### src/rtl/uart_key_decoder_pkg.sv
// ----------------------------------------------------------------------------
// ttt_key_pkg
// Shared definitions for the UART key decoder and the game controller.
//   - Byte constants for the control characters and ANSI cursor sequences.
//   - Escape-sequence parser state enum.
//   - One-hot key index enum; bit positions of the stretched key register,
//     shared with the game controller so both sides agree on key ordering.
// Optional WASD letters are defined here too; they are only decoded when
// UART_KEY_WASD_EN is defined in the decoder build.
// ----------------------------------------------------------------------------
package ttt_key_pkg;

    // Control bytes
    localparam logic [7:0] KEY_ESC      = 8'h1B;
    localparam logic [7:0] KEY_LBRACKET = 8'h5B;
    localparam logic [7:0] KEY_CR       = 8'h0D;
    localparam logic [7:0] KEY_LF       = 8'h0A;
    localparam logic [7:0] KEY_SPACE    = 8'h20;

    // Final byte of an ESC [ x cursor sequence
    localparam logic [7:0] CSI_UP       = 8'h41;
    localparam logic [7:0] CSI_DOWN     = 8'h42;
    localparam logic [7:0] CSI_RIGHT    = 8'h43;
    localparam logic [7:0] CSI_LEFT     = 8'h44;

    // WASD letters, both cases
    localparam logic [7:0] KEY_W_LOWER  = 8'h77;
    localparam logic [7:0] KEY_W_UPPER  = 8'h57;
    localparam logic [7:0] KEY_S_LOWER  = 8'h73;
    localparam logic [7:0] KEY_S_UPPER  = 8'h53;
    localparam logic [7:0] KEY_A_LOWER  = 8'h61;
    localparam logic [7:0] KEY_A_UPPER  = 8'h41;
    localparam logic [7:0] KEY_D_LOWER  = 8'h64;
    localparam logic [7:0] KEY_D_UPPER  = 8'h44;

    // Escape-sequence parser states
    typedef enum logic [1:0] {
        ST_IDLE = 2'd0,
        ST_ESC  = 2'd1,
        ST_CSI  = 2'd2
    } parse_state_t;

    // Bit index of each key in the one-hot key register
    typedef enum logic [2:0] {
        KEY_IDX_UP    = 3'd0,
        KEY_IDX_DOWN  = 3'd1,
        KEY_IDX_LEFT  = 3'd2,
        KEY_IDX_RIGHT = 3'd3,
        KEY_IDX_ENTER = 3'd4,
        KEY_IDX_SPACE = 3'd5
    } key_idx_t;

    localparam int NUM_KEYS = 6;

endpackage

### src/rtl/uart_key_decoder_if.sv
// ----------------------------------------------------------------------------
// uart_key_decoder_if
// Groups the received-byte stream and the key event outputs of the decoder.
//   rx_data  [7:0]  received byte, valid when rx_valid=1
//   rx_valid        one-cycle strobe per received byte
//   up/down/left/right/enter/space
//                   one-hot key events, each held for the stretch length
//   drop            one-cycle strobe when a decoded key was discarded
// Modports:
//   master  byte source / key consumer (UART side and game controller)
//   slave   the decoder itself
// ----------------------------------------------------------------------------
interface uart_key_decoder_if;

    logic [7:0] rx_data;
    logic       rx_valid;
    logic       up;
    logic       down;
    logic       left;
    logic       right;
    logic       enter;
    logic       space;
    logic       drop;

    modport master (
        output rx_data, rx_valid,
        input  up, down, left, right, enter, space, drop
    );

    modport slave (
        input  rx_data, rx_valid,
        output up, down, left, right, enter, space, drop
    );

endinterface

### src/rtl/uart_key_decoder_key_pulse_stretch.sv
// ----------------------------------------------------------------------------
// key_pulse_stretch
// Holds a decoded key as a one-hot register for exactly PULSE_CYCLES clocks
// so a slower clock domain sees it once. A key arriving while a stretch is
// still running (counter nonzero, including the final held cycle) is
// discarded and reported with a one-cycle drop strobe.
// Ports:
//   clk, reset   clock and asynchronous active-high reset
//   key_valid    a key was decoded this cycle
//   key_idx      which key (index into key_onehot)
//   key_onehot   stretched one-hot key register
//   drop         one-cycle strobe: key_valid seen while busy
// ----------------------------------------------------------------------------
module key_pulse_stretch
    import ttt_key_pkg::*;
#(
    parameter int PULSE_CYCLES = 8
) (
    input  logic                clk,
    input  logic                reset,
    input  logic                key_valid,
    input  key_idx_t            key_idx,
    output logic [NUM_KEYS-1:0] key_onehot,
    output logic                drop
);

    localparam int CNT_W = $clog2(PULSE_CYCLES + 1);

    logic [CNT_W-1:0] hold_cnt;

    // The counter loads PULSE_CYCLES with the key and the key is cleared on
    // the edge where the counter leaves 1, giving exactly PULSE_CYCLES
    // cycles high. A new key is accepted only once the counter reads zero.
    always_ff @(posedge clk or posedge reset) begin
        if (reset) begin
            key_onehot <= '0;
            hold_cnt   <= '0;
            drop       <= 1'b0;
        end else begin
            drop <= key_valid && (hold_cnt != '0);
            if (hold_cnt == '0) begin
                if (key_valid) begin
                    key_onehot <= NUM_KEYS'(1) << key_idx;
                    hold_cnt   <= CNT_W'(PULSE_CYCLES);
                end
            end else begin
                hold_cnt <= hold_cnt - CNT_W'(1);
                if (hold_cnt == CNT_W'(1)) begin
                    key_onehot <= '0;
                end
            end
        end
    end

endmodule

### src/rtl/uart_key_decoder.sv
// ----------------------------------------------------------------------------
// uart_key_decoder
// Turns the UART byte stream into stretched one-hot key events:
//   ESC [ A/B/C/D  -> up/down/right/left
//   CR or LF       -> enter
//   space          -> space
// An escape sequence is abandoned when no byte arrives for ESC_TIMEOUT
// cycles. Decoded keys pass through key_pulse_stretch, which holds each key
// for PULSE_CYCLES cycles and drops keys that arrive mid-stretch.
// Parameters:
//   PULSE_CYCLES  cycles each key output stays high
//   ESC_TIMEOUT   idle cycles tolerated between escape-sequence bytes
// Ports:
//   clk     UART-domain clock
//   reset   asynchronous active-high reset
//   bus     uart_key_decoder_if.slave (rx_data/rx_valid in, keys/drop out)
// Build option:
//   UART_KEY_WASD_EN  also map w/s/a/d (either case) to up/down/left/right
//                     when not inside an escape sequence.
// ----------------------------------------------------------------------------
module uart_key_decoder
    import ttt_key_pkg::*;
#(
    parameter int PULSE_CYCLES = 8,
    parameter int ESC_TIMEOUT  = 100000
) (
    input  logic                clk,
    input  logic                reset,
    uart_key_decoder_if.slave   bus
);

    localparam int TO_W = (ESC_TIMEOUT > 1) ? $clog2(ESC_TIMEOUT) : 1;
    localparam logic [TO_W-1:0] TO_LAST = TO_W'(ESC_TIMEOUT - 1);

    parse_state_t         state;
    parse_state_t         state_next;
    logic [TO_W-1:0]      timeout_cnt;
    logic                 key_valid;
    key_idx_t             key_idx;
    logic [NUM_KEYS-1:0]  key_onehot;
    logic                 drop;

    // Parser state register
    always_ff @(posedge clk or posedge reset) begin
        if (reset) begin
            state <= ST_IDLE;
        end else begin
            state <= state_next;
        end
    end

    // Inter-byte timeout: any received byte restarts it and it is held at
    // zero in IDLE. It saturates at TO_LAST so a long silence cannot wrap
    // it back into the valid window.
    always_ff @(posedge clk or posedge reset) begin
        if (reset) begin
            timeout_cnt <= '0;
        end else if (bus.rx_valid || (state == ST_IDLE)) begin
            timeout_cnt <= '0;
        end else if (timeout_cnt != TO_LAST) begin
            timeout_cnt <= timeout_cnt + TO_W'(1);
        end
    end

    // Next-state and key decode. A byte on the same cycle the timeout
    // expires is still parsed in the current state; the timeout only fires
    // on a cycle without rx_valid.
    always_comb begin
        state_next = state;
        key_valid  = 1'b0;
        key_idx    = KEY_IDX_UP;
        if (bus.rx_valid) begin
            case (state)
                ST_IDLE: begin
                    case (bus.rx_data)
                        KEY_ESC: state_next = ST_ESC;
                        KEY_CR, KEY_LF: begin
                            key_valid = 1'b1;
                            key_idx   = KEY_IDX_ENTER;
                        end
                        KEY_SPACE: begin
                            key_valid = 1'b1;
                            key_idx   = KEY_IDX_SPACE;
                        end
`ifdef UART_KEY_WASD_EN
                        KEY_W_LOWER, KEY_W_UPPER: begin
                            key_valid = 1'b1;
                            key_idx   = KEY_IDX_UP;
                        end
                        KEY_S_LOWER, KEY_S_UPPER: begin
                            key_valid = 1'b1;
                            key_idx   = KEY_IDX_DOWN;
                        end
                        KEY_A_LOWER, KEY_A_UPPER: begin
                            key_valid = 1'b1;
                            key_idx   = KEY_IDX_LEFT;
                        end
                        KEY_D_LOWER, KEY_D_UPPER: begin
                            key_valid = 1'b1;
                            key_idx   = KEY_IDX_RIGHT;
                        end
`endif
                        default: state_next = ST_IDLE;
                    endcase
                end
                ST_ESC: begin
                    if (bus.rx_data == KEY_LBRACKET) begin
                        state_next = ST_CSI;
                    end else if (bus.rx_data == KEY_ESC) begin
                        state_next = ST_ESC;
                    end else begin
                        state_next = ST_IDLE;
                    end
                end
                ST_CSI: begin
                    state_next = ST_IDLE;
                    case (bus.rx_data)
                        CSI_UP: begin
                            key_valid = 1'b1;
                            key_idx   = KEY_IDX_UP;
                        end
                        CSI_DOWN: begin
                            key_valid = 1'b1;
                            key_idx   = KEY_IDX_DOWN;
                        end
                        CSI_RIGHT: begin
                            key_valid = 1'b1;
                            key_idx   = KEY_IDX_RIGHT;
                        end
                        CSI_LEFT: begin
                            key_valid = 1'b1;
                            key_idx   = KEY_IDX_LEFT;
                        end
                        KEY_ESC: state_next = ST_ESC;
                        default: state_next = ST_IDLE;
                    endcase
                end
                default: state_next = ST_IDLE;
            endcase
        end else if ((state != ST_IDLE) && (timeout_cnt == TO_LAST)) begin
            state_next = ST_IDLE;
        end
    end

    key_pulse_stretch #(
        .PULSE_CYCLES (PULSE_CYCLES)
    ) u_stretch (
        .clk        (clk),
        .reset      (reset),
        .key_valid  (key_valid),
        .key_idx    (key_idx),
        .key_onehot (key_onehot),
        .drop       (drop)
    );

    assign bus.up    = key_onehot[KEY_IDX_UP];
    assign bus.down  = key_onehot[KEY_IDX_DOWN];
    assign bus.left  = key_onehot[KEY_IDX_LEFT];
    assign bus.right = key_onehot[KEY_IDX_RIGHT];
    assign bus.enter = key_onehot[KEY_IDX_ENTER];
    assign bus.space = key_onehot[KEY_IDX_SPACE];
    assign bus.drop  = drop;

endmodule
### src/flat_wrapper.sv
// flat-port wrapper written by rule: the top's interface ports become plain ports
module uart_key_decoder_flat import ttt_key_pkg::*;
#(
    parameter int PULSE_CYCLES = 8,
    parameter int ESC_TIMEOUT  = 100000
)
  (clk, reset, bus_rx_data, bus_rx_valid, bus_up, bus_down, bus_left, bus_right, bus_enter, bus_space, bus_drop);
  uart_key_decoder_if bus_i ();
  input  logic clk;
  input  logic reset;
  input wire logic [$bits(bus_i.rx_data)-1:0] bus_rx_data;
  input wire logic [$bits(bus_i.rx_valid)-1:0] bus_rx_valid;
  output wire logic [$bits(bus_i.up)-1:0] bus_up;
  output wire logic [$bits(bus_i.down)-1:0] bus_down;
  output wire logic [$bits(bus_i.left)-1:0] bus_left;
  output wire logic [$bits(bus_i.right)-1:0] bus_right;
  output wire logic [$bits(bus_i.enter)-1:0] bus_enter;
  output wire logic [$bits(bus_i.space)-1:0] bus_space;
  output wire logic [$bits(bus_i.drop)-1:0] bus_drop;
  assign bus_i.rx_data = bus_rx_data;
  assign bus_i.rx_valid = bus_rx_valid;
  assign bus_up = bus_i.up;
  assign bus_down = bus_i.down;
  assign bus_left = bus_i.left;
  assign bus_right = bus_i.right;
  assign bus_enter = bus_i.enter;
  assign bus_space = bus_i.space;
  assign bus_drop = bus_i.drop;
  uart_key_decoder #(.PULSE_CYCLES(PULSE_CYCLES), .ESC_TIMEOUT(ESC_TIMEOUT)) u_core (.clk(clk), .reset(reset), .bus(bus_i));
endmodule
### config.mk
export PLATFORM = sky130hd
export DESIGN_NAME = uart_key_decoder_flat
export DESIGN_NICKNAME = d
export VERILOG_FILES = /design/src/rtl/uart_key_decoder_pkg.sv /design/src/rtl/uart_key_decoder_if.sv /design/src/rtl/uart_key_decoder_key_pulse_stretch.sv /design/src/rtl/uart_key_decoder.sv /design/src/flat_wrapper.sv
export SDC_FILE = /design/constraint.sdc
export NUM_CORES = 1
export LEC_CHECK = 0
export CORE_UTILIZATION = 50
export CTS_CLUSTER_SIZE = 8
export DETAILED_ROUTE_END_ITERATION = 12
export PLACE_DENSITY = 0.83
export SKIP_LAST_GASP = 1
export SLEW_MARGIN = 0
export SYNTH_ARGS = -nofsm -noshare
export SYNTH_HDL_FRONTEND = slang
export SYNTH_SLANG_ARGS = --single-unit
export TNS_END_PERCENT = 1
### constraint.sdc
create_clock -name clk -period 1.98 [get_ports clk]
set_input_delay 0.396 -clock clk [delete_from_list [all_inputs] [get_ports clk]]
set_output_delay 0.396 -clock clk [all_outputs]
set_load 0.02 [all_outputs]
Word level (Yosys, flattened, before mapping):

Index checks and enable logic that the tools add are counted.
Widths: inputs -> output; s select.

* $add $sub $neg: 2
* equal/unequal tests: 16
* shift-type cells: 1
* mux-type cells: 21
* reductions and logical operators: 15

Operator list (number)
* $eq 8x7->1 const B: 5
* $mux 17: 2
* $mux 6: 3
* $add 17x1->17 const B: 1
* $eq 17x17->1 const B: 1
* $ne 17x17->1 const B: 1
* $eq 8x4->1 const B: 2
* $pmux 2 s3: 2
* $pmux 3 s2: 2
* $eq 8x5->1 const B: 1
* $eq 8x6->1 const B: 1
* $mux 4: 2
* $reduce_bool 2->1: 4
* $mux 2: 3
* $shl 1x3->6 const A: 1
* $eq 4x1->1 const B: 1
* $logic_not 4->1: 1
* $mux 1: 4
* $pmux 2 s2: 1
* $reduce_and 2->1: 2
* $reduce_bool 4->1: 1
* $reduce_or 4->1: 1
* $sub 4x1->4 const B: 1
* $mux 3: 1
* 10 further kinds: 11

* bits in registers: 30
* bits of input ports: 11
* output and inout bits: 7
* logic and storage cells: 60

Logic depth before layout (Yosys ltp):

Gate-level depths: netlist (run 1).

* word-level depth: 8
* mapped depth: 7
* mapped depth without buffers: 6

Hierarchy:

Synthesis (run 1) repeated with hierarchy kept, for this count alone.

* cell total of the unflattened synthesis: 170
* area, all modules: 1619.1 um^2

Modules (own cells, without submodules)
* uart_key_decoder: instances 1, cells an instance 129, area an instance 1129.8 um^2, sequential area each 475.5 um^2
* key_pulse_stretch: instances 1, cells an instance 41, area an instance 489.2 um^2, sequential area each 275.3 um^2

Worst setup path before layout (run 1):

Ideal clock, no wire load.

* path type: register to register
* start: register u_core.u_stretch.hold_cnt[0]
* end: register u_core.u_stretch.key_onehot[1]
* library setup time: 83 ps
* data arrival time: 1860 ps
* data required time: 1897 ps
* path slack: 38 ps
* cell stages (with the launch flop): 8
* path buffers: 1
* period minus slack after synthesis: 1942 ps
* path through: dfrtp_1 > inv_1 > ha_1 > buf_4 > or3b_2 > nor4_1 > nand2_1 > o21ai_0

* cells in the longest elaborated chain, start to end: 3
* elaborated cells between the ends (all ways): 6
* classes of those cells: eq/ne: 2; mux: 1; reduce/logical: 3

RTL lines
* start: declaration: line uart_key_decoder_key_pulse_stretch.sv:29 `logic [CNT_W-1:0] hold_cnt;`
* start signal: assignment: line uart_key_decoder_key_pulse_stretch.sv:44 `hold_cnt <= CNT_W'(PULSE_CYCLES);`
* start signal: assignment: line uart_key_decoder_key_pulse_stretch.sv:47 `hold_cnt <= hold_cnt - CNT_W'(1);`
* $eq 4x1->1 / $logic_not 4->1 (equally long branches): line uart_key_decoder_key_pulse_stretch.sv:48, uart_key_decoder_key_pulse_stretch.sv:41
* $reduce_bool 2->1 (no line) / $ne 2x2->1 (equally long branches)
* $reduce_and 2->1 (no line)
* end signal: assignment: line uart_key_decoder_key_pulse_stretch.sv:43 `key_onehot <= NUM_KEYS'(1) << key_idx;`
* end: declaration: line uart_key_decoder_key_pulse_stretch.sv:23 `output logic [NUM_KEYS-1:0] key_onehot,`

Parallel ways exist; a longest one is shown, timed or not.
A chain may end at the register's enable or synchronous reset.

Worst setup path after layout (run 1):

* start: input bus_rx_data[0]
* end: register u_core.u_stretch.hold_cnt[3]

* cells in the longest elaborated chain, start to end: 6
* elaborated cells between the ends (all ways): 14
* classes of those cells: eq/ne: 8; mux: 4; reduce/logical: 2

RTL lines
* start: declaration: line flat_wrapper.sv:11 `input wire logic [$bits(bus_i.rx_data)-1:0] bus_rx_data;`
* $eq 8x7->1, or another cell as far along: line uart_key_decoder.sv:117 `case (bus.rx_data)`
* $reduce_or 4->1 (no line) / $reduce_or 3->1 (equally long branches)
* $mux 1, on equally long branches: line uart_key_decoder.sv:117, uart_key_decoder.sv:75
* $pmux 1 s2 *: line uart_key_decoder.sv:73 `case (state)`
* $mux 1 *: line uart_key_decoder.sv:72 `if (bus.rx_valid) begin`
* $ne 2x2->1 (no line) *

Every way passes the cells marked *; elsewhere a longest branch is shown, timed or not.

==> results of run 1 <==
-- final cells by class --
type	count	share of cell area, %
sequential	30	33.1
clock buffer	6	2.26
tap	46	2.54
inverter	10	1.66
timing repair buffer	44	16.4
multi-input combinational	148	44.0
-- flip-flops by register name (all words and copies together), names as in the netlist --
| register | count |
|---|---|
| u_core.state | 2 |
| u_core.timeout_cnt | 17 |
| u_core.u_stretch.drop | 1 |
| u_core.u_stretch.hold_cnt | 4 |
| u_core.u_stretch.key_onehot | 6 |
-- worst reg2reg max path: cells and delay by family, from the launching register on --
kind | cells | cell delay, ns
DFF | 1 | 0.41
adders and majority gates | 1 | 0.22
and+or+nand+nor | 4 | 1.20
-- layer usage --
metal	global-route usage, %	wire length [um]	vias to the layer above
li1	-	-	821
met2	35.6	1770	57
met5	0	0	-
met4	9.84	82	0
met1	31.2	1810	765
met3	5.88	213	11
-- power by group --
| group | leakage [nW] | total [mW] | internal (mW) | switching [mW] |
|---|---|---|---|---|
| registers | 0.411 | 0.699 | 0.663 | 0.0361 |
| clock network | 0.0302 | 0.343 | 0.160 | 0.183 |
| logic | 0.495 | 0.485 | 0.220 | 0.265 |
-- cell families after synthesis --
| family | count (synthesis) | synth area share (%) |
|---|---|---|
| simple gates | 90 | 29.9 |
| compound gates | 42 | 16.0 |
| flops | 30 | 42.2 |
| buf+inv | 14 | 3.16 |
| xor+xnor | 10 | 4.92 |
| mux | 3 | 1.76 |
| fa+ha+maj | 3 | 2.11 |
-- final timing paths --
path                                                                   end  cells after the start  slack, ns
worst min register to register  u_core.u_stretch.key_onehot[2]$_DFFE_PP0P_                      2       0.56
worst max register to register          u_core.timeout_cnt[16]$_DFFE_PP0P_                      5       0.09
min in group clk                u_core.u_stretch.key_onehot[2]$_DFFE_PP0P_                      2       0.56
worst max-delay path              u_core.u_stretch.hold_cnt[3]$_DFFE_PP0P_                      5       0.09
max in group asynchronous               u_core.timeout_cnt[14]$_DFFE_PP0P_                      3       1.25
worst min-delay path                    u_core.timeout_cnt[13]$_DFFE_PP0P_                      3       0.45
-- per-stage QoR --
step / util, % / hold slack [ns]
6_report: 67.4 / 0.451
5_1_grt: 67.4 / 0.518
4_1_cts: 66.5 / 0.459
3_5_place_dp: 65.0 / 0.551
3_3_place_gp: 65.0 / 0.524
2_1_floorplan: - / 0.487
-- cells in the mapped netlist, types with 2 or more instances --
library cell | count | area share [%]
nor4b_1 | 3 | 1.5
or3_2 | 2 | 0.84
a22oi_1 | 2 | 0.84
nor4_1 | 5 | 1.8
ha_1 | 3 | 2.1
clkbuf_1 | 3 | 0.63
and2_1 | 2 | 0.70
a21boi_0 | 4 | 1.7
and3b_1 | 2 | 0.98
xnor2_1 | 6 | 3.0
inv_1 | 10 | 2.1
nor2_1 | 18 | 3.8
a21oi_1 | 4 | 1.1
or3_1 | 3 | 1.1
and3_1 | 5 | 1.8
nand2_1 | 15 | 3.2
xor2_1 | 4 | 2.0
nand3_1 | 7 | 2.0
nor3_1 | 7 | 2.0
nand4_1 | 6 | 2.1
dfrtp_1 | 30 | 42
o31ai_1 | 2 | 0.84
o211ai_1 | 4 | 1.7
a41oi_1 | 4 | 2.0
a31oi_1 | 3 | 1.1
o21ai_0 | 11 | 3.1
mux2i_1 | 2 | 1.1
-- timing repair --
| item | 4_1_cts | 5_1_grt |
|---|---|---|
| setup endpoints to repair | 0 | 11 |
| resized for setup | 0 | 4 |
| setup buffers | 0 | 1 |
==> flow_summary.json, run 1 <==
{
  "status": "complete, no violations",
  "nFillCells": 285,
  "final_common_cell": "dfrtp_1",
  "worst-path-buf-inv": 1,
  "synth-edff-count": 0,
  "clkTransAtPathRegs_ns": 0.08,
  "syn_area_um2": 1780,
  "routabilityCongestion": 0.847,
  "placed_cells": 277,
  "h-tree-depth": 2,
  "reg2reg_from": "u_core.timeout_cnt[0]$_DFFE_PP0P_",
  "firstDrtPassIters": 4,
  "cts-root-buf": "clkbuf_4",
  "worstMarginPinSlew_ns": 0.545,
  "slowest_stage": "clkdlybuf4s50_1",
  "drt-wirelength-per-cell_um": 13.6,
  "via_count": 1654,
  "grt_use_total_pct": 23.3,
  "cts_tree": "yes",
  "seqCellArea_um2": 751,
  "fin_area_um2": 2270,
  "worstSetupPathType": "in -> reg",
  "synthDistinctLibCells": 52,
  "period_needed_ns": 1.89,
  "crit_required_ns": 2.19,
  "first_iter_violations": 127,
  "rsz0062_at_grt": "true",
  "nets": 253,
  "syn_avg_cell_area_um2": 9.27,
  "die_x_um": 61.7,
  "multiInputGateArea_um2": 997,
  "synthToLayoutAreaGrowth_pct": 27.3,
  "fin_skew_ns": 0.00645,
  "die-area_um2": 3800,
  "yosysSeqAreaShare_pct": 42.2,
  "syn_nets": 206,
  "cp-start-kind": "primary input",
  "cp_max_fo": 7,
  "globalRoute.totalOverflow": 0,
  "grt_max_degree": 31,
  "fmax_mhz": 528,
  "worstSetupEndpointType": "flip-flop",
  "fin_total_pwr_mw": 1.53,
  "start_util_pct": 52.9,
  "drcViolationCount": 0,
  "io_buffers": 17,
  "final_antenna_net_count": 0,
  "arrival_ns": 2.10,
  "grt_first_pass_wirelength_mm": 6.49,
  "dp_hpwl_mm": 2.89,
  "numCtsBuffers": 5,
  "cpPeakStageDelay_ns": 0.50,
  "setup_violations": 0,
  "setup_ws_ns": 0.0851,
  "async_reset_ff_share_pct": 100,
  "ys_ff_latch": 30,
  "final_cell_mix": "dfrtp_1, buf_4, nor2_1, clkdlybuf4s50_1, nand2_1",
  "report.final.slew_viol_count": 0,
  "path_cells": "clkdlybuf4s50_1 > and4b_1 > o211ai_1 > a31oi_2 > o31a_1",
  "yosys_warnings": 0,
  "stdcell_count": 284,
  "die_h_um": 61.7,
  "ys.flop_type": "dfrtp_1",
  "antenna_found_initial": 0,
  "postCtsHoldBufs": 0,
  "fin_crit_sh_pct": 95.7,
  "relSlewSlack_pct": 63.5,
  "fp-row-count": 21,
  "wl_mm": 3.87,
  "crit_family": "compound AO/OA/AOI/OAI gates",
  "hp-class": "in -> async",
  "syn_inst": 192,
  "max-vdd-ir-drop_mv": 0.266,
  "first_global_vias": 1506,
  "placed_area_um2": 2180,
  "pin_count": 18,
  "maxCapViolCount": 0,
  "pre_cts_slack_ns": -0.213,
  "clkSinkCount": 30,
  "clk_path_buf_depth": 2,
  "drive_gt1_share_pct": 20.2,
  "n_antenna_cell": 0,
  "crit_start": "bus_rx_data[0]",
  "core_area_um2": 3360,
  "tns_ns": 0,
  "routed_via_density": 5.82,
  "power_density_nw_per_um2": 673,
  "clk_latency_ns": 0.32,
  "p_leak_nw": 0.936,
  "hold_viol_final": 0
}
(Power assumes the default switching activity.)
==> run 2, diff against run 1 <==
- CORE_ASPECT_RATIO: unset -> 1.4
- DONT_BUFFER_PORTS: unset -> 1
- GPL_TIMING_DRIVEN: unset -> 0
- PLACE_DENSITY: 0.83 -> 0.77
==> run 2 against run 1 <==
Effect of this change:
- critical path type is now reg -> reg
- core utilization is 8.4 points lower
- largest cell class unchanged
- clock skew is 0.0022 ns higher
- non-clock buffer count is 36 lower
- final area is 12% lower
==> flow_summary.json, run 2 (synthesis gave the netlist of run 1 again) <==
{
  "nFillCells": 298,
  "drive_gt1_share_pct": 14.2,
  "grtUsageMet1_pct": 26.2,
  "clkTransAtPathRegs_ns": 0.07,
  "hp-class": "in -> async",
  "core_area_um2": 3380,
  "fmax_mhz": 515,
  "status": "complete, no violations",
  "drcViolationCount": 0,
  "p_int_mw": 1.08,
  "h-tree-depth": 2,
  "report.final.slew_viol_count": 0,
  "top_regs": "u_core.timeout_cnt x17, u_core.u_stretch.key_onehot x6, u_core.u_stretch.hold_cnt x4",
  "cpPeakStageDelay_ns": 0.60,
  "grt_max_degree": 31,
  "regMostFlops": "u_core.timeout_cnt",
  "worstSetupPathType": "reg -> reg",
  "crit_required_ns": 2.20,
  "drt-wirelength-per-cell_um": 15.7,
  "dp_hpwl_mm": 2.73,
  "crit_family": "simple AND/OR/NAND/NOR gates",
  "cts-root-buf": "clkbuf_8",
  "worstSetupEndpointType": "flip-flop",
  "wl_mm": 3.83,
  "relSlewSlack_pct": 25.0,
  "cts_tree": "yes",
  "p_comb_share_pct": 21.4,
  "antenna_found_initial": 0,
  "io_buffers": 0,
  "p_sw_share_pct": 32.1,
  "maxCapViolCount": 0,
  "p_leak_nw": 0.788,
  "firstDrtPassIters": 4,
  "cp_max_fo": 9,
  "synthToLayoutAreaGrowth_pct": 11.9,
  "rsz0062_at_grt": "true",
  "fin_total_pwr_mw": 1.59,
  "via_count": 1534,
  "first_global_vias": 1504,
  "fin_crit_sh_pct": 98.1,
  "globalRoute.totalOverflow": 0,
  "power.share.sequential_pct": 46.2,
  "setup_violations": 0,
  "met3_usage_pct": 7.08,
  "die-area_um2": 3810,
  "power_density_nw_per_um2": 800,
  "postCtsHoldBufs": 0,
  "grt_util_met2_pct": 37.0,
  "n_antenna_cell": 0,
  "path_cells": "ha_2 > nand4_1 > nor4_4 > buf_4 > or4_2 > a21oi_1",
  "max-vdd-ir-drop_mv": 0.448,
  "power_switching_uw": 512,
  "first_iter_violations": 69,
  "worst-path-buf-inv": 1,
  "grt_first_pass_wirelength_mm": 6.36,
  "fin_skew_ns": 0.00863,
  "pin_count": 18,
  "die_x_um": 52.4,
  "arrival_ns": 2.16,
  "clk_path_buf_depth": 2,
  "period_needed_ns": 1.94,
  "routed_via_density": 6.29,
  "final_antenna_net_count": 0,
  "fp-row-count": 25,
  "start_util_pct": 52.7,
  "grt_use_total_pct": 22.7,
  "tns_ns": 0,
  "clk_latency_ns": 0.29,
  "cp-start-kind": "flip-flop",
  "numCtsBuffers": 5,
  "final_common_cell": "dfrtp_1",
  "hold_viol_final": 0,
  "worstMarginPinSlew_ns": 1.12,
  "clockPowerShare_pct": 32.4,
  "routabilityCongestion": 0.822,
  "busiest_layer": "met2",
  "slowest_stage": "or4_2",
  "nets": 217,
  "die_h_um": 72.6,
  "largest_reg_flops": 17,
  "final_cell_mix": "dfrtp_1, nor2_1, nand2_1, inv_1, o21ai_0",
  "clkSinkCount": 30
}
==> run 2: area by class of cell <==
| class | instances | area, um^2 | area share [%] |
|---|---|---|---|
| multi-input cells | 148 | 1010 | 50.7 |
| flip-flops and latches | 30 | 751 | 37.7 |
| clock buffers | 6 | 82.6 | 4.14 |
| well taps | 40 | 50.0 | 2.51 |
| inverters | 10 | 37.5 | 1.88 |
| repair buffers | 4 | 30.0 | 1.51 |
| plain buffers | 4 | 18.8 | 0.942 |
| clock inverters | 2 | 12.5 | 0.628 |
==> run 2: stage by stage <==
stage / instance area [um^2] / util (%) / hold WS (ns) / std cells / setup WS, ns
2_1_floorplan: 1780 / - / 0.487 / 192 / 0.0379
3_3_place_gp: 1830 / 54.2 / 0.527 / 232 / -0.151
3_5_place_dp: 1830 / 54.2 / 0.558 / 232 / -0.220
4_1_cts: 1940 / 57.5 / 0.326 / 240 / -0.0650
5_1_grt: 1990 / 59.0 / 0.345 / 244 / -0.111
6_report: 1990 / 59.0 / 0.275 / 244 / 0.0368
==> run 2: final timing paths <==
kind / start / endpoint / slack, ns / cells after the start
max reg2reg: u_core.timeout_cnt[0]$_DFFE_PP0P_ / u_core.timeout_cnt[5]$_DFFE_PP0P_ / 0.04 / 6
min in group clk: bus_rx_data[2] / u_core.u_stretch.key_onehot[1]$_DFFE_PP0P_ / 0.32 / 3
max in group asynchronous: reset / u_core.timeout_cnt[7]$_DFFE_PP0P_ / 1.01 / 1
min: reset / u_core.timeout_cnt[5]$_DFFE_PP0P_ / 0.27 / 1
max: u_core.timeout_cnt[0]$_DFFE_PP0P_ / u_core.timeout_cnt[5]$_DFFE_PP0P_ / 0.04 / 6
min reg2reg: u_core.timeout_cnt[15]$_DFFE_PP0P_ / u_core.timeout_cnt[15]$_DFFE_PP0P_ / 0.58 / 3
==> run 2: power by group through the flow <==
| stage | sequential [mW] | clock (mW) | combinational [mW] |
|---|---|---|---|
| global placement | 0.736 | 0 | 0.311 |
| global route | 0.741 | 0.553 | 0.395 |
| CTS | 0.732 | 0.521 | 0.343 |
| detailed placement | 0.741 | 0 | 0.333 |
| finish | 0.736 | 0.516 | 0.342 |
| floorplan | 0.725 | 0 | 0.270 |
==> run 2: layer usage <==
metal	share of wire, %	up-vias
li1	-	742
met1	40	739
met2	52	44
met3	5.0	9
met4	2.3	0
met5	0	-
==> run 2: repair_timing <==
action | 4_1_cts | 5_1_grt
buffers inserted | 0 | 4
pin swaps | 0 | 3
gates resized for setup | 3 | 5
cloned | 0 | 0
setup endpoints to repair | 9 | 16
==> run 3, diff against run 2 <==
- PLACE_DENSITY: 0.77 -> unset
- PLACE_DENSITY_LB_ADDON: unset -> 0.05
==> run 3 against run 2 <==
Effect of this change:
- the flow now finishes with violations (setup timing)
- clock-buffer cell count rose by 1
- critical path depth unchanged
- register-to-register slack got worse by 0.04 ns
- first-iteration DRC count decreased by 67%
- final area about the same
- non-clock buffer count stayed put
- sequential power hardly changed
- total power is 0.20% lower
- setup slack worse by 0.041 ns
- global-route usage grew 1.4 points
- maximum frequency shrank 2.0%
- cell count stayed put
- critical path type unchanged
- largest cell class unchanged
==> flow_summary.json, run 3 (synthesis gave the netlist of run 1 again) <==
{
  "rsz0062_at_grt": "true",
  "die_x_um": 52.4,
  "top_regs": "u_core.timeout_cnt x17, u_core.u_stretch.key_onehot x6, u_core.u_stretch.hold_cnt x4",
  "nets": 217,
  "arrival_ns": 2.20,
  "drcViolationCount": 0,
  "nFillCells": 300,
  "io_buffers": 0,
  "drt-wirelength-per-cell_um": 16.3,
  "first_iter_violations": 23,
  "setup_ws_ns": -0.00376,
  "placed_area_um2": 1830,
  "hp-class": "in -> async",
  "drive_gt1_share_pct": 13.7,
  "pre_cts_slack_ns": -0.282,
  "placed_cells": 232,
  "worstMarginPinSlew_ns": 1.14,
  "n_antenna_cell": 0,
  "fmax_mhz": 504,
  "power.share.sequential_pct": 46.2,
  "status": "complete, but fails checks",
  "cts-root-buf": "clkbuf_8",
  "p_sw_share_pct": 31.7,
  "p_comb_share_pct": 21.5,
  "clkTransAtPathRegs_ns": 0.07,
  "fin_total_pwr_mw": 1.59,
  "synthToLayoutAreaGrowth_pct": 11.9,
  "slowest_stage": "or4_2",
  "crit_family": "simple AND/OR/NAND/NOR gates",
  "first_global_vias": 1527,
  "die_h_um": 72.6,
  "maxCapViolCount": 0,
  "setup_violations": 1,
  "numCtsBuffers": 5,
  "holdWs_ns": 0.288,
  "dp_hpwl_mm": 2.96,
  "pin_count": 18,
  "final_antenna_net_count": 0,
  "fp-row-count": 25,
  "cp-start-kind": "flip-flop",
  "antenna_found_initial": 0,
  "relSlewSlack_pct": 24.0,
  "hold_viol_final": 0,
  "crit_required_ns": 2.19,
  "reg2regPathDepth": 6,
  "stdcell_count": 244,
  "cts_tree": "yes",
  "worstSetupPathType": "reg -> reg",
  "power_density_nw_per_um2": 798,
  "core_area_um2": 3380,
  "largest_reg_flops": 17,
  "die-area_um2": 3810,
  "clkSinkCount": 30,
  "cpPeakStageDelay_ns": 0.61,
  "report.final.slew_viol_count": 0,
  "clockPowerShare_pct": 32.3,
  "worst-path-buf-inv": 1,
  "firstDrtPassIters": 4,
  "fin_area_um2": 1990,
  "power_switching_uw": 504,
  "routabilityCongestion": 0.768,
  "max-vdd-ir-drop_mv": 0.586,
  "final_common_cell": "dfrtp_1",
  "routed_via_density": 6.24,
  "clk_path_buf_depth": 2,
  "worstSetupEndpointType": "flip-flop",
  "path_cells": "ha_1 > nand4_1 > nor4_4 > buf_4 > or4_2 > a21oi_1",
  "p_int_mw": 1.09,
  "grt_use_total_pct": 24.0,
  "final_cell_mix": "dfrtp_1, nor2_1, nand2_1, o21ai_0, inv_1",
  "multiInputGateArea_um2": 1010,
  "fin_skew_ns": 0.00494,
  "cp_max_fo": 9,
  "grt_first_pass_wirelength_mm": 6.75,
  "start_util_pct": 52.7,
  "grt_max_degree": 31,
  "fin_crit_sh_pct": 100,
  "globalRoute.totalOverflow": 0,
  "violations": "setup timing",
  "wl_mm": 3.98,
  "via_count": 1523,
  "clk_latency_ns": 0.29,
  "regMostFlops": "u_core.timeout_cnt",
  "period_needed_ns": 1.98,
  "seqCellArea_um2": 751,
  "h-tree-depth": 2,
  "path_depth": 6,
  "p_leak_nw": 0.794
}
==> run 3: cell types whose count changed in the layout (fill, tap and decap cells not counted) <==
| cell | previous run | this run |
|---|---|---|
| nor3_2 | 1 | 2 |
| clkbuf_1 | 3 | 4 |
| ha_1 | 2 | 3 |
| o21ai_1 | 2 | 1 |
| nor3_1 | 6 | 5 |
| ha_2 | 1 | 0 |
| o21ai_0 | 10 | 11 |
| clkinvlp_4 | 1 | 0 |
==> run 3: power groups by stage <==
stage / Sequential [mW] / Clock (mW) / Combinational [mW]
global placement: 0.738 / 0 / 0.320
CTS: 0.731 / 0.527 / 0.343
floorplan: 0.725 / 0 / 0.270
global route: 0.742 / 0.550 / 0.393
finish: 0.735 / 0.514 / 0.342
detailed placement: 0.739 / 0 / 0.334
==> run 3: metrics by stage <==
| stage | TNS (ns) | utilization (%) |
|---|---|---|
| 6_report | -0.00376 | 59.0 |
| 5_1_grt | -0.322 | 59.0 |
| 4_1_cts | -0.263 | 57.4 |
| 3_5_place_dp | -1.18 | 54.2 |
| 3_3_place_gp | -0.456 | 54.2 |
| 2_1_floorplan | 0 | - |
==> run 3: what timing repair did <==
action                                  in CTS  in global routing
endpoints found under the hold margin        0                  0
setup buffers                                0                  4
resized for setup                            3                  4
pin swaps                                    0                  3
endpoints found under the setup margin      12                 16
hold buffers                                 0                  0
==> run 3: final cells by class <==
| type | count | share of cell area (%) |
|---|---|---|
| multi-input combinational | 148 | 50.9 |
| sequential | 30 | 37.7 |
| clock buffer | 7 | 4.33 |
| tap | 40 | 2.51 |
| inverter | 10 | 1.88 |
| timing repair buffer | 4 | 1.51 |
| buffer | 4 | 0.942 |
| clock inverter | 1 | 0.251 |
==> run 3: worst paths after layout <==
path | start | endpoint | slack, ns
worst max register to register | u_core.timeout_cnt[0]$_DFFE_PP0P_ | u_core.timeout_cnt[5]$_DFFE_PP0P_ | -0.004
worst min register to register | u_core.timeout_cnt[16]$_DFFE_PP0P_ | u_core.timeout_cnt[16]$_DFFE_PP0P_ | 0.54
worst max-delay path | u_core.timeout_cnt[0]$_DFFE_PP0P_ | u_core.timeout_cnt[5]$_DFFE_PP0P_ | -0.004
min in group clk | bus_rx_data[2] | u_core.u_stretch.key_onehot[0]$_DFFE_PP0P_ | 0.34
worst min-delay path | reset | u_core.timeout_cnt[2]$_DFFE_PP0P_ | 0.29
max in group asynchronous | reset | u_core.u_stretch.hold_cnt[3]$_DFFE_PP0P_ | 1.00
==> run 3: routing by layer <==
| layer | up-vias | wire length (um) | GRT usage (%) |
|---|---|---|---|
| met5 | - | 0 | 0 |
| met4 | 0 | 68 | 8.77 |
| met3 | 6 | 132 | 6.46 |
| met2 | 26 | 2240 | 44.6 |
| met1 | 752 | 1540 | 24.9 |
| li1 | 739 | - | - |
